File: src/rtl/fft_input_loader.sv
// Ping-pong style frame loader: streams ADC samples into four FFT input banks,
// launches the core once the frame is full and counts samples lost while busy.

module fft_bank_port #(
  parameter int ADDR_W = 9
) (
  input  logic              iCLK,
  input  logic              iRESET,
  input  logic              wr,
  input  logic [ADDR_W-1:0] addr,
  output logic              we,
  output logic [ADDR_W-1:0] addr_wr
);
  // Address holds between writes so the bank sees a stable bus.
  always_ff @(posedge iCLK or posedge iRESET) begin
    if (iRESET) begin
      we      <= 1'b0;
      addr_wr <= '0;
    end else begin
      we <= wr;
      if (wr) addr_wr <= addr;
    end
  end
endmodule

module fft_input_loader #(
  parameter int DATA_W = 16,
  parameter int ADDR_W = 9,
  parameter int GUARD  = 2
) (
  input  logic                     iCLK,
  input  logic                     iRESET,
  input  logic signed [DATA_W-1:0] iDATA,
  input  logic                     iVALID,
  input  logic                     iFFT_RDY,
  input  logic                     iCLR,
  output logic signed [DATA_W-1:0] oDATA,
  output logic [ADDR_W-1:0]        oADDR_WR_0,
  output logic [ADDR_W-1:0]        oADDR_WR_1,
  output logic [ADDR_W-1:0]        oADDR_WR_2,
  output logic [ADDR_W-1:0]        oADDR_WR_3,
  output logic                     oWE_0,
  output logic                     oWE_1,
  output logic                     oWE_2,
  output logic                     oWE_3,
  output logic                     oSTART,
  output logic                     oBUSY,
  output logic                     oOVF,
  output logic [15:0]              oDROP_CNT
);
  localparam int NUM_BANKS = 4;

  typedef enum logic [1:0] {FILL, LAUNCH, WAIT_FFT} state_t;

  state_t                              state;
  logic [1:0]                          bank;
  logic [ADDR_W-1:0]                   addr;
  logic [3:0]                          guard;
  logic                                store, drop;
  logic [NUM_BANKS-1:0]                wr, we;
  logic [NUM_BANKS-1:0][ADDR_W-1:0]    addr_wr;

  assign store = (state == FILL) && iVALID;
  assign drop  = (state != FILL) && iVALID;
  assign wr    = store ? 4'(4'b0001 << bank) : 4'b0000;

  for (genvar g = 0; g < NUM_BANKS; g++) begin : g_bank
    fft_bank_port #(.ADDR_W(ADDR_W)) u_port (
      .iCLK    (iCLK),
      .iRESET  (iRESET),
      .wr      (wr[g]),
      .addr    (addr),
      .we      (we[g]),
      .addr_wr (addr_wr[g])
    );
  end

  assign {oWE_3, oWE_2, oWE_1, oWE_0} = we;
  assign oADDR_WR_0 = addr_wr[0];
  assign oADDR_WR_1 = addr_wr[1];
  assign oADDR_WR_2 = addr_wr[2];
  assign oADDR_WR_3 = addr_wr[3];

  always_ff @(posedge iCLK or posedge iRESET) begin
    if (iRESET) begin
      state  <= FILL;
      bank   <= '0;
      addr   <= '0;
      guard  <= '0;
      oDATA  <= '0;
      oSTART <= 1'b0;
      oBUSY  <= 1'b0;
    end else begin
      oSTART <= 1'b0;
      case (state)
        FILL: if (iVALID) begin
          oDATA <= iDATA;
          addr  <= addr + 1'b1;
          if (&addr) begin
            bank <= bank + 1'b1;
            if (&bank) begin
              state <= LAUNCH;
              oBUSY <= 1'b1;
            end
          end
        end
        LAUNCH: begin
          state  <= WAIT_FFT;
          oSTART <= 1'b1;
          guard  <= 4'(GUARD);
        end
        WAIT_FFT: begin
          // Guard spans the WAIT cycles themselves: the last guard cycle may exit.
          if (guard != 4'd0) guard <= guard - 4'd1;
          if (guard <= 4'd1 && iFFT_RDY) begin
            state <= FILL;
            oBUSY <= 1'b0;
            guard <= '0;
          end
        end
        default: begin
          state <= FILL;
          oBUSY <= 1'b0;
        end
      endcase
    end
  end

  // A clear coinciding with a drop keeps that drop.
  always_ff @(posedge iCLK or posedge iRESET) begin
    if (iRESET) begin
      oOVF      <= 1'b0;
      oDROP_CNT <= '0;
    end else if (iCLR) begin
      oOVF      <= drop;
      oDROP_CNT <= {15'd0, drop};
    end else if (drop) begin
      oOVF <= 1'b1;
      if (oDROP_CNT != 16'hFFFF) oDROP_CNT <= oDROP_CNT + 16'd1;
    end
  end
endmodule
File: config.mk
export PLATFORM = sky130hd
export DESIGN_NAME = fft_input_loader
export DESIGN_NICKNAME = d
export VERILOG_FILES = /design/src/rtl/fft_input_loader.sv
export SDC_FILE = /design/constraint.sdc
export NUM_CORES = 1
export LEC_CHECK = 0
export ABC_AREA = 1
export CAP_MARGIN = 20
export CORE_MARGIN = 3
export CORE_UTILIZATION = 25
export CTS_BUF_LIST = sky130_fd_sc_hd__clkbuf_4 sky130_fd_sc_hd__clkbuf_8 sky130_fd_sc_hd__clkbuf_16
export CTS_CLUSTER_DIAMETER = 200
export DETAILED_ROUTE_END_ITERATION = 10
export HOLD_SLACK_MARGIN = 0.15
export SYNTH_ARGS = -nofsm -noshare
export SYNTH_HDL_FRONTEND = slang
export SYNTH_SLANG_ARGS = --single-unit
File: constraint.sdc
create_clock -name iCLK -period 2.9 [get_ports iCLK]
set_input_delay 0.435 -clock iCLK [delete_from_list [all_inputs] [get_ports iCLK]]
set_output_delay 0.435 -clock iCLK [all_outputs]
set_load 0.01 [all_outputs]
# Yosys cells after proc, flatten, opt, wreduce, memory -nomap -nowiden
# Cells that the tools add are included.
# totals
input_bits	21
wordCells	69
out_inout_bits	75
register_bits	92
ram_bits	0
n_memories	0
latchBits	0
romBits	0
# op_classes
shifts	1
div_mod_pow	0
mul	0
bitwise_logic	1
n_mux	20
addsub	4
order_cmp	1
n_eq_ne	8
reduce_logical	17
# op_table
cell	n
$mux 16	3
$add 16x1->16 const B	1
$ne 16x16->1 const B	1
$mux 4	3
$reduce_and 11->1	1
$add 9x1->9 const B	1
$reduce_and 9->1	1
$mux 2	4
$pmux 4 s2	1
$reduce_and 2->1	4
$reduce_bool 2->1	4
$mux 1	7
$pmux 2 s3	1
$reduce_and 5->1	1
$le 4x1->1 const B	1
$ne 2x1->1 const B	2
$ne 2x2->1 const B	2
$reduce_and 4->1	1
$reduce_bool 4->1	1
$shl 1x2->4 const A	1
$sub 4x1->4 const B	1
$logic_and 1x1->1	3
$ne 3x3->1 const B	1
$pmux 1 s3	1
5 further kinds	5

# Logic depth before layout (Yosys ltp)
# Gate-level depths: netlist of run 1.
# depth
word_depth	5
mapped_depth	10
depth_no_buf	10

# Hierarchy
# A second synthesis of run 1 with hierarchy kept.
# unflattened
hier_cells	489
hier_area_um2	4120.2
# modules_own_cells
module	seq_area_each_um2	area_each_um2	cells_each	instances
fft_input_loader	1301.2	2638.8	329	1
fft_bank_port	250.2	370.4	40	4

# Worst setup path after synthesis of run 1
# OpenSTA, ideal clock, no wires.
# synth_path
path_kind	flip-flop to flip-flop
from	register oDROP_CNT[0]
to	register oDROP_CNT[2]
path_slack_ns	1.302
setup_time_ns	0.074
t_arrival_ns	1.525
period_less_slack_ns	1.598
path_stages_with_launch	11
path_buffers	1
cell_sequence	dfrtp_1 ha_1 inv_2 nor2_4 nand2_2 nor2_4 nand3_4 nand2_8 buf_8 nand2_1 o21ai_2
# synth_between
elab_chain_len	4
elab_cells_between_ends	7
cone_classes	add/sub: 1; eq/ne: 1; mux: 3; reduce/logical: 2
# synth_rtl
element	line	source
start, declared	49	output logic [15:0] oDROP_CNT
start signal, assigned	136	oDROP_CNT <= {15'd0, drop};
start signal, assigned	139	if (oDROP_CNT != 16'hFFFF) oDROP_CNT <= oDROP_CNT + 16'd1;
$add 16x1->16	139	
$mux 16	139	
$mux 16	137	end else if (drop) begin
$mux 16	134	end else if (iCLR) begin
# Parallel ways exist; a longest one is shown, timed or not. The select of a mux whose other input is x is not followed.
# A chain may end at the register's enable or synchronous reset.

# Worst setup path after layout of run 1
# layout_path
from	register oDROP_CNT[0]
to	output port oDROP_CNT[0]
# No word-level cell between the ends.

==> impl_metrics.env, run 1 <==
export IMPL_antenna_found_initial=0
export IMPL_die_h_um=134.6
export IMPL_finalSetupTns_ns=0
export IMPL_fin_skew_ns=0.006898
export IMPL_hp_class="reg2reg"
export IMPL_gr_usage_met2_pct=20.56
export IMPL_synth_area_leaders="dfrtp_1 56%, nand2_1 14%, inv_1 3.9%"
export IMPL_cap_violations=0
export IMPL_core_mm2=0.01600
export IMPL_cp_top_family="buffers and inverters"
export IMPL_use_met3_pct=3.949
export IMPL_hold_violations=0
export IMPL_overflow=0
export IMPL_drc=0
export IMPL_syn_cell_area_mm2=0.004131
export IMPL_dp_hpwl_mm=7.572
export IMPL_synthCells=467
export IMPL_max_freq_mhz=546.0
export IMPL_min_to="addr[6]"
export IMPL_grt_use_total_pct=12.10
export IMPL_synth_common_cells="153 x nand2_1, 92 x dfrtp_1, 43 x inv_1"
export IMPL_fin_cells=786
export IMPL_synth_nets=497
export IMPL_cts_hold_buffers_added=0
export IMPL_synth_top_family_by_area="simple AND/OR/NAND/NOR gates"
export IMPL_rsz0062_at_grt="false"
export IMPL_start_util_pct=25.82
export IMPL_routedWlPerCell_um=13.39
export IMPL_htree_num_levels=3
export IMPL_worst_setup_path_type="reg2out"
export IMPL_synth_fa_ha_area_share_pct=2.726
export IMPL_ys_seq_elements=92
export IMPL_stdcell_area_mm2=0.005604
export IMPL_post_cts_buffers=0
export IMPL_yosys_most_used_dff="dfrtp_1"
export IMPL_nNetsFinal=595
export IMPL_clkLatencyLatePin_ns=0.35
export IMPL_reg2reg_slack_ns=1.08
export IMPL_clk_pin_slew_ns=0.07
export IMPL_crit_path_end_kind="output port"
export IMPL_areaGrowthSynthToFinish_pct=35.64
export IMPL_numCtsBuffers=9
export IMPL_firstDrtPassIters=4
export IMPL_drive_gt1_share_pct=8.596
export IMPL_ys_warn_count=0
export IMPL_vias=3363
export IMPL_synth_top_cell_area_share_pct=55.72
export IMPL_grt_pass1_wl_mm=17.25
export IMPL_synth_simple_area_share_pct=24.92
export IMPL_critical_path_cell_chain="clkdlybuf4s50_1"
export IMPL_cts_sinks=92
export IMPL_io_pins=96
export IMPL_ys_async_sr_fraction_pct=100.0
export IMPL_finalCritPeriodShare_pct=63.15
export IMPL_synthMuxAreaShare_pct=0
export IMPL_start_kind="flip-flop"
export IMPL_synth_xor_area_share_pct=2.332
export IMPL_max_stage_delay_ns=0.59
export IMPL_final_max_slew_violation_count=0
export IMPL_synth_edf_count=0
export IMPL_drt_iter0_markers=159
export IMPL_min_path_cells=1
export IMPL_dpl_cell_area_mm2=0.005311
export IMPL_dp_cells=770
export IMPL_place_gp_congestion=0.8568
export IMPL_hold_start="addr[6]"
export IMPL_grt_pass1_vias=3339
export IMPL_finalWirelength_mm=10.52
export IMPL_port_buffers=95
export IMPL_yosysTopAreaCell="dfrtp_1"
export IMPL_synth_compound_area_share_pct=8.207
export IMPL_status="finished, final reports clean"
export IMPL_cts_root_buffer="clkbuf_16"
export IMPL_regToRegEndpoint="oDROP_CNT[8]"
export IMPL_worst_pin_slew_ns=0.6494
export IMPL_gr_usage_met1_pct=14.92
export IMPL_rr_startpoint="oDROP_CNT[0]"
export IMPL_crit_buf_inv=1
export IMPL_ctsResizeCount=0
export IMPL_cp_required_ns=2.47
export IMPL_cts_buffer_depth=2
export IMPL_max_slew_margin_pct=56.71
export IMPL_antenna_left=0
export IMPL_slowest_stage="clkdlybuf4s50_1"
export IMPL_top_usage_layer="met2"
export IMPL_die_w_um=134.6
export IMPL_crit_fanout=7
export IMPL_diodes=0
export IMPL_setup_viol=0
export IMPL_synth_most_common_cell="nand2_1"
export IMPL_arrival_ns=1.40
export IMPL_rows=46
export IMPL_ys_types=27
export IMPL_period_minus_slack_ns=1.831
export IMPL_reg2reg_depth=10
export IMPL_vias_per_cell=4.279
export IMPL_die_area_mm2=0.01810
export IMPL_yosysSeqAreaShare_pct=55.72
export IMPL_cts_tree="done"
export IMPL_power_density_mw_per_mm2=693.7
export IMPL_ir_drop_uv=309.8
export IMPL_grt_start_max_net_pins=48
export IMPL_syn_avg_cell_area_um2=8.847
export IMPL_p_leak_nw=2.583
## cell families after synthesis
family                     count (synthesis)
AOI/OAI and AO/OA                         60
and+or+nand+nor                          238
xor gates and xnor gates                  11
DFF                                       92
buffers and inverters                     57
adders and majority gates                  9
## worst max-delay path by stage
stage | startpoint | slack, ns | endpoint | cells after the start
detailed placement | iVALID | 0.75 | g_bank[2].u_port.addr_wr[8] | 6
global route | oDROP_CNT[0] | 0.90 | oDROP_CNT[7] | 10
floorplan | iRESET | 0.07 | addr[0] | 1
CTS | oDROP_CNT[0] | 1.03 | oDROP_CNT[0] | 1
global placement | iVALID | 0.78 | g_bank[3].u_port.addr_wr[6] | 6
finish | oDROP_CNT[0] | 1.07 | oDROP_CNT[0] | 1
## placed cells by master, fill, tap and decap left out, types with 3 or more instances in the layout
master	netlist	layout
nand2_1	153	153
xor2_1	11	11
inv_6	0	3
o21ai_1	13	13
clkbuf_16	0	9
nand2_2	9	9
inv_1	43	42
inv_2	3	3
nand4_1	5	5
ha_1	9	9
dfrtp_1	92	92
o21ai_2	9	9
or2_2	3	3
o21ai_0	31	31
nor2_1	32	32
a21oi_1	5	5
clkdlybuf4s50_1	0	95
nor3_1	6	6
nand3_1	23	23
## area by class of cell
class	count	area [um2]
clock inverters	6	53.80
repair buffers	98	985.9
clock buffers	10	239.0
well taps	216	270.3
inverters	46	175.2
fillers	1640	10400
flip-flops and latches	92	2302
multi-input cells	318	1578
## where the power goes
group / switching, mW / leakage (nW) / internal [mW]
logic: 0.560 / 1.24 / 0.464
registers: 0.168 / 1.20 / 1.53
clock network: 0.545 / 0.142 / 0.622
## sequential cells by signal, indices dropped and copies added (netlist names)
name	flops
oDROP_CNT	16
state	2
bank	2
g_bank.u_port.we	4
oDATA	16
g_bank.u_port.addr_wr	36
oSTART	1
addr	9
oOVF	1
guard	4
oBUSY	1
## routing by layer
metal	wire, um	vias to the layer above
li1	-	1671
met1	4680	1616
met2	5218	70
met3	529	6
met4	95	0
met5	0	-
## metrics by stage
stage | utilization [%] | worst slack [ns] | hold WS (ns) | total power [mW]
floorplan | - | 0.07304 | 0.4345 | 2.200
global placement | 33.20 | 0.7806 | 0.4558 | 2.725
detailed placement | 33.20 | 0.7507 | 0.4604 | 2.761
CTS | 35.03 | 1.035 | 0.4711 | 3.960
global route | 35.03 | 0.9024 | 0.4848 | 4.144
finish | 35.03 | 1.069 | 0.4696 | 3.888
(Power assumes the default switching activity.)
==> run 2, diff against run 1 <==
- clock period: 2.9 -> 1.5 ns (I/O delays scaled with it)
==> run 2 against run 1 <==
The flow now finishes with violations (negative setup slack). Worst hold slack worse by 0.29 ns. Sequential cell count stayed put. Clock power is 97% higher. Sequential power is 93% higher. Clock-buffer cell count stayed put. Critical endpoint is now oBUSY.
==> impl_metrics.env, run 2 (synthesis gave the netlist of run 1 again) <==
export IMPL_place_gp_congestion=0.8442
export IMPL_cts_tree="done"
export IMPL_p_leak_nw=3.473
export IMPL_start_kind="flip-flop"
export IMPL_grt_use_total_pct=12.69
export IMPL_vias=3598
export IMPL_reg2reg_slack_ns=-0.03
export IMPL_fin_ws_ns=-0.02919
export IMPL_core_mm2=0.01600
export IMPL_htree_num_levels=3
export IMPL_firstDrtPassIters=4
export IMPL_slowest_stage="dfrtp_1"
export IMPL_regToRegEndpoint="oBUSY"
export IMPL_critical_path_cell_chain="ha_4 > nand3_4 > nor4_4 > ha_2 > nand3_2 > a21oi_2 > o21bai_1"
export IMPL_max_stage_delay_ns=0.40
export IMPL_rsz0062_at_grt="true"
export IMPL_period_minus_slack_ns=1.529
export IMPL_worst_pin_slew_ns=0.3080
export IMPL_total_power_mw=7.769
export IMPL_grt_pass1_vias=3570
export IMPL_cts_sinks=92
export IMPL_numCtsBuffers=9
export IMPL_crit_fanout=2
export IMPL_die_area_mm2=0.01810
export IMPL_violations="negative setup slack"
export IMPL_diodes=0
export IMPL_cp_required_ns=1.72
export IMPL_drt_iter0_markers=213
export IMPL_port_buffers=95
export IMPL_status="complete, but fails checks"
export IMPL_areaGrowthSynthToFinish_pct=50.70
export IMPL_dpl_cell_area_mm2=0.005614
export IMPL_fin_skew_ns=0.01340
export IMPL_finalSetupTns_ns=-0.04368
export IMPL_drc=0
export IMPL_hp_class="in2async"
export IMPL_cts_buffer_depth=2
export IMPL_grt_start_max_net_pins=35
export IMPL_nNetsFinal=640
export IMPL_grt_pass1_wl_mm=18.25
export IMPL_final_max_slew_violation_count=0
export IMPL_multiInputGateArea_mm2=0.001804
export IMPL_arrival_ns=1.75
export IMPL_top_register="g_bank.u_port.addr_wr"
export IMPL_clkLatencyLatePin_ns=0.35
export IMPL_vias_per_cell=4.330
export IMPL_clk_pin_slew_ns=0.08
export IMPL_power_density_mw_per_mm2=1248
export IMPL_stdcell_area_mm2=0.006226
export IMPL_worst_setup_path_type="reg2reg"
export IMPL_die_w_um=134.6
export IMPL_max_slew_margin_pct=79.35
export IMPL_drive_gt1_share_pct=19.84
export IMPL_reg2reg_depth=7
export IMPL_start_util_pct=25.82
export IMPL_ir_drop_uv=522.1
export IMPL_fin_cells=831
export IMPL_setup_viol=4
export IMPL_routedWlPerCell_um=13.63
export IMPL_dp_hpwl_mm=8.078
export IMPL_rows=46
export IMPL_reg_top3="g_bank.u_port.addr_wr: 36 flops, oDATA: 16 flops, oDROP_CNT: 16 flops"
export IMPL_dp_cells=805
export IMPL_antenna_found_initial=0
export IMPL_largest_reg_flops=36
export IMPL_hold_violations=0
export IMPL_cap_violations=0
export IMPL_finalCritPeriodShare_pct=101.9
export IMPL_finalWirelength_mm=11.33
export IMPL_cts_hold_buffers_added=0
export IMPL_antenna_left=0
export IMPL_mostFrequentLayoutCells="140 x nand2_1, 90 x dfrtp_1, 42 x inv_1"
export IMPL_overflow=0
export IMPL_cts_root_buffer="clkbuf_16"
export IMPL_rr_startpoint="addr[0]"
export IMPL_nFillCells=1621
export IMPL_io_pins=96
export IMPL_regArea_mm2=0.002305
export IMPL_max_freq_mhz=653.9
export IMPL_die_h_um=134.6
export IMPL_crit_path_end_kind="flip-flop"
export IMPL_final_common_cell="nand2_1"
[run 2: layer usage]
layer	vias to the layer above	part of all wire, %	track usage (%)
met5	-	0	0
met4	0	0.85	3.450
met3	9	5.3	3.800
met2	90	50	20.98
met1	1732	44	16.28
li1	1767	-	-
[run 2: repair_timing]
action / in CTS / in global routing
resized for setup: 43 / 68
pin swaps: 3 / 16
cloned: 2 / 1
buffers inserted: 4 / 4
endpoints found under the setup margin: 43 / 92
[run 2: worst max path at each step]
stage	from	endpoint	slack, ns	depth (start not counted)
final	addr[0]	oBUSY	-0.03	7
after global routing	addr[1]	oBUSY	-0.13	7
after global placement	iVALID	bank[1]	-0.13	7
after floorplan	oDROP_CNT[1]	oDROP_CNT[0]	0.01	10
after detailed placement	iVALID	g_bank[1].u_port.addr_wr[1]	-0.15	6
after CTS	addr[0]	oBUSY	-0.03	7
[run 2: area by class of cell]
type | count | share of cell area [%]
clock buffers | 10 | 3.838
clock inverters | 6 | 1.025
inverters | 46 | 2.914
multi-input cells | 321 | 28.98
flip-flops and latches | 92 | 37.02
well taps | 216 | 4.341
repair buffers | 140 | 21.89
[run 2: where the power goes]
part           leakage, nW  switching (mW)  internal (mW)
Sequential            1.20           0.328           2.96
Combinational         2.13            1.21          0.965
Clock                0.146            1.09           1.22
[run 2: metrics by stage]
step	setup WS [ns]	util [%]	hold slack, ns
after floorplan	0.01261	-	0.3346
after global placement	-0.1268	35.09	0.4435
after detailed placement	-0.1463	35.09	0.4562
after CTS	-0.03494	37.13	0.1663
after global routing	-0.1317	38.91	0.1798
final	-0.02919	38.91	0.1810
[run 2: worst max-delay path: cells and delay by family (launching register included)]
kind                     cells  cell delay, ns
AND/OR/NAND/NOR              3            0.42
flip-flops                   1            0.40
adder cells (fa/ha/maj)      2            0.38
AO/OA/AOI/OAI                2            0.21
==> run 3, diff against run 2 <==
- CAP_MARGIN: 20 -> 10
==> results of run 3 <==
No change in the layout: final DEF, timing and power equal those of run 2.
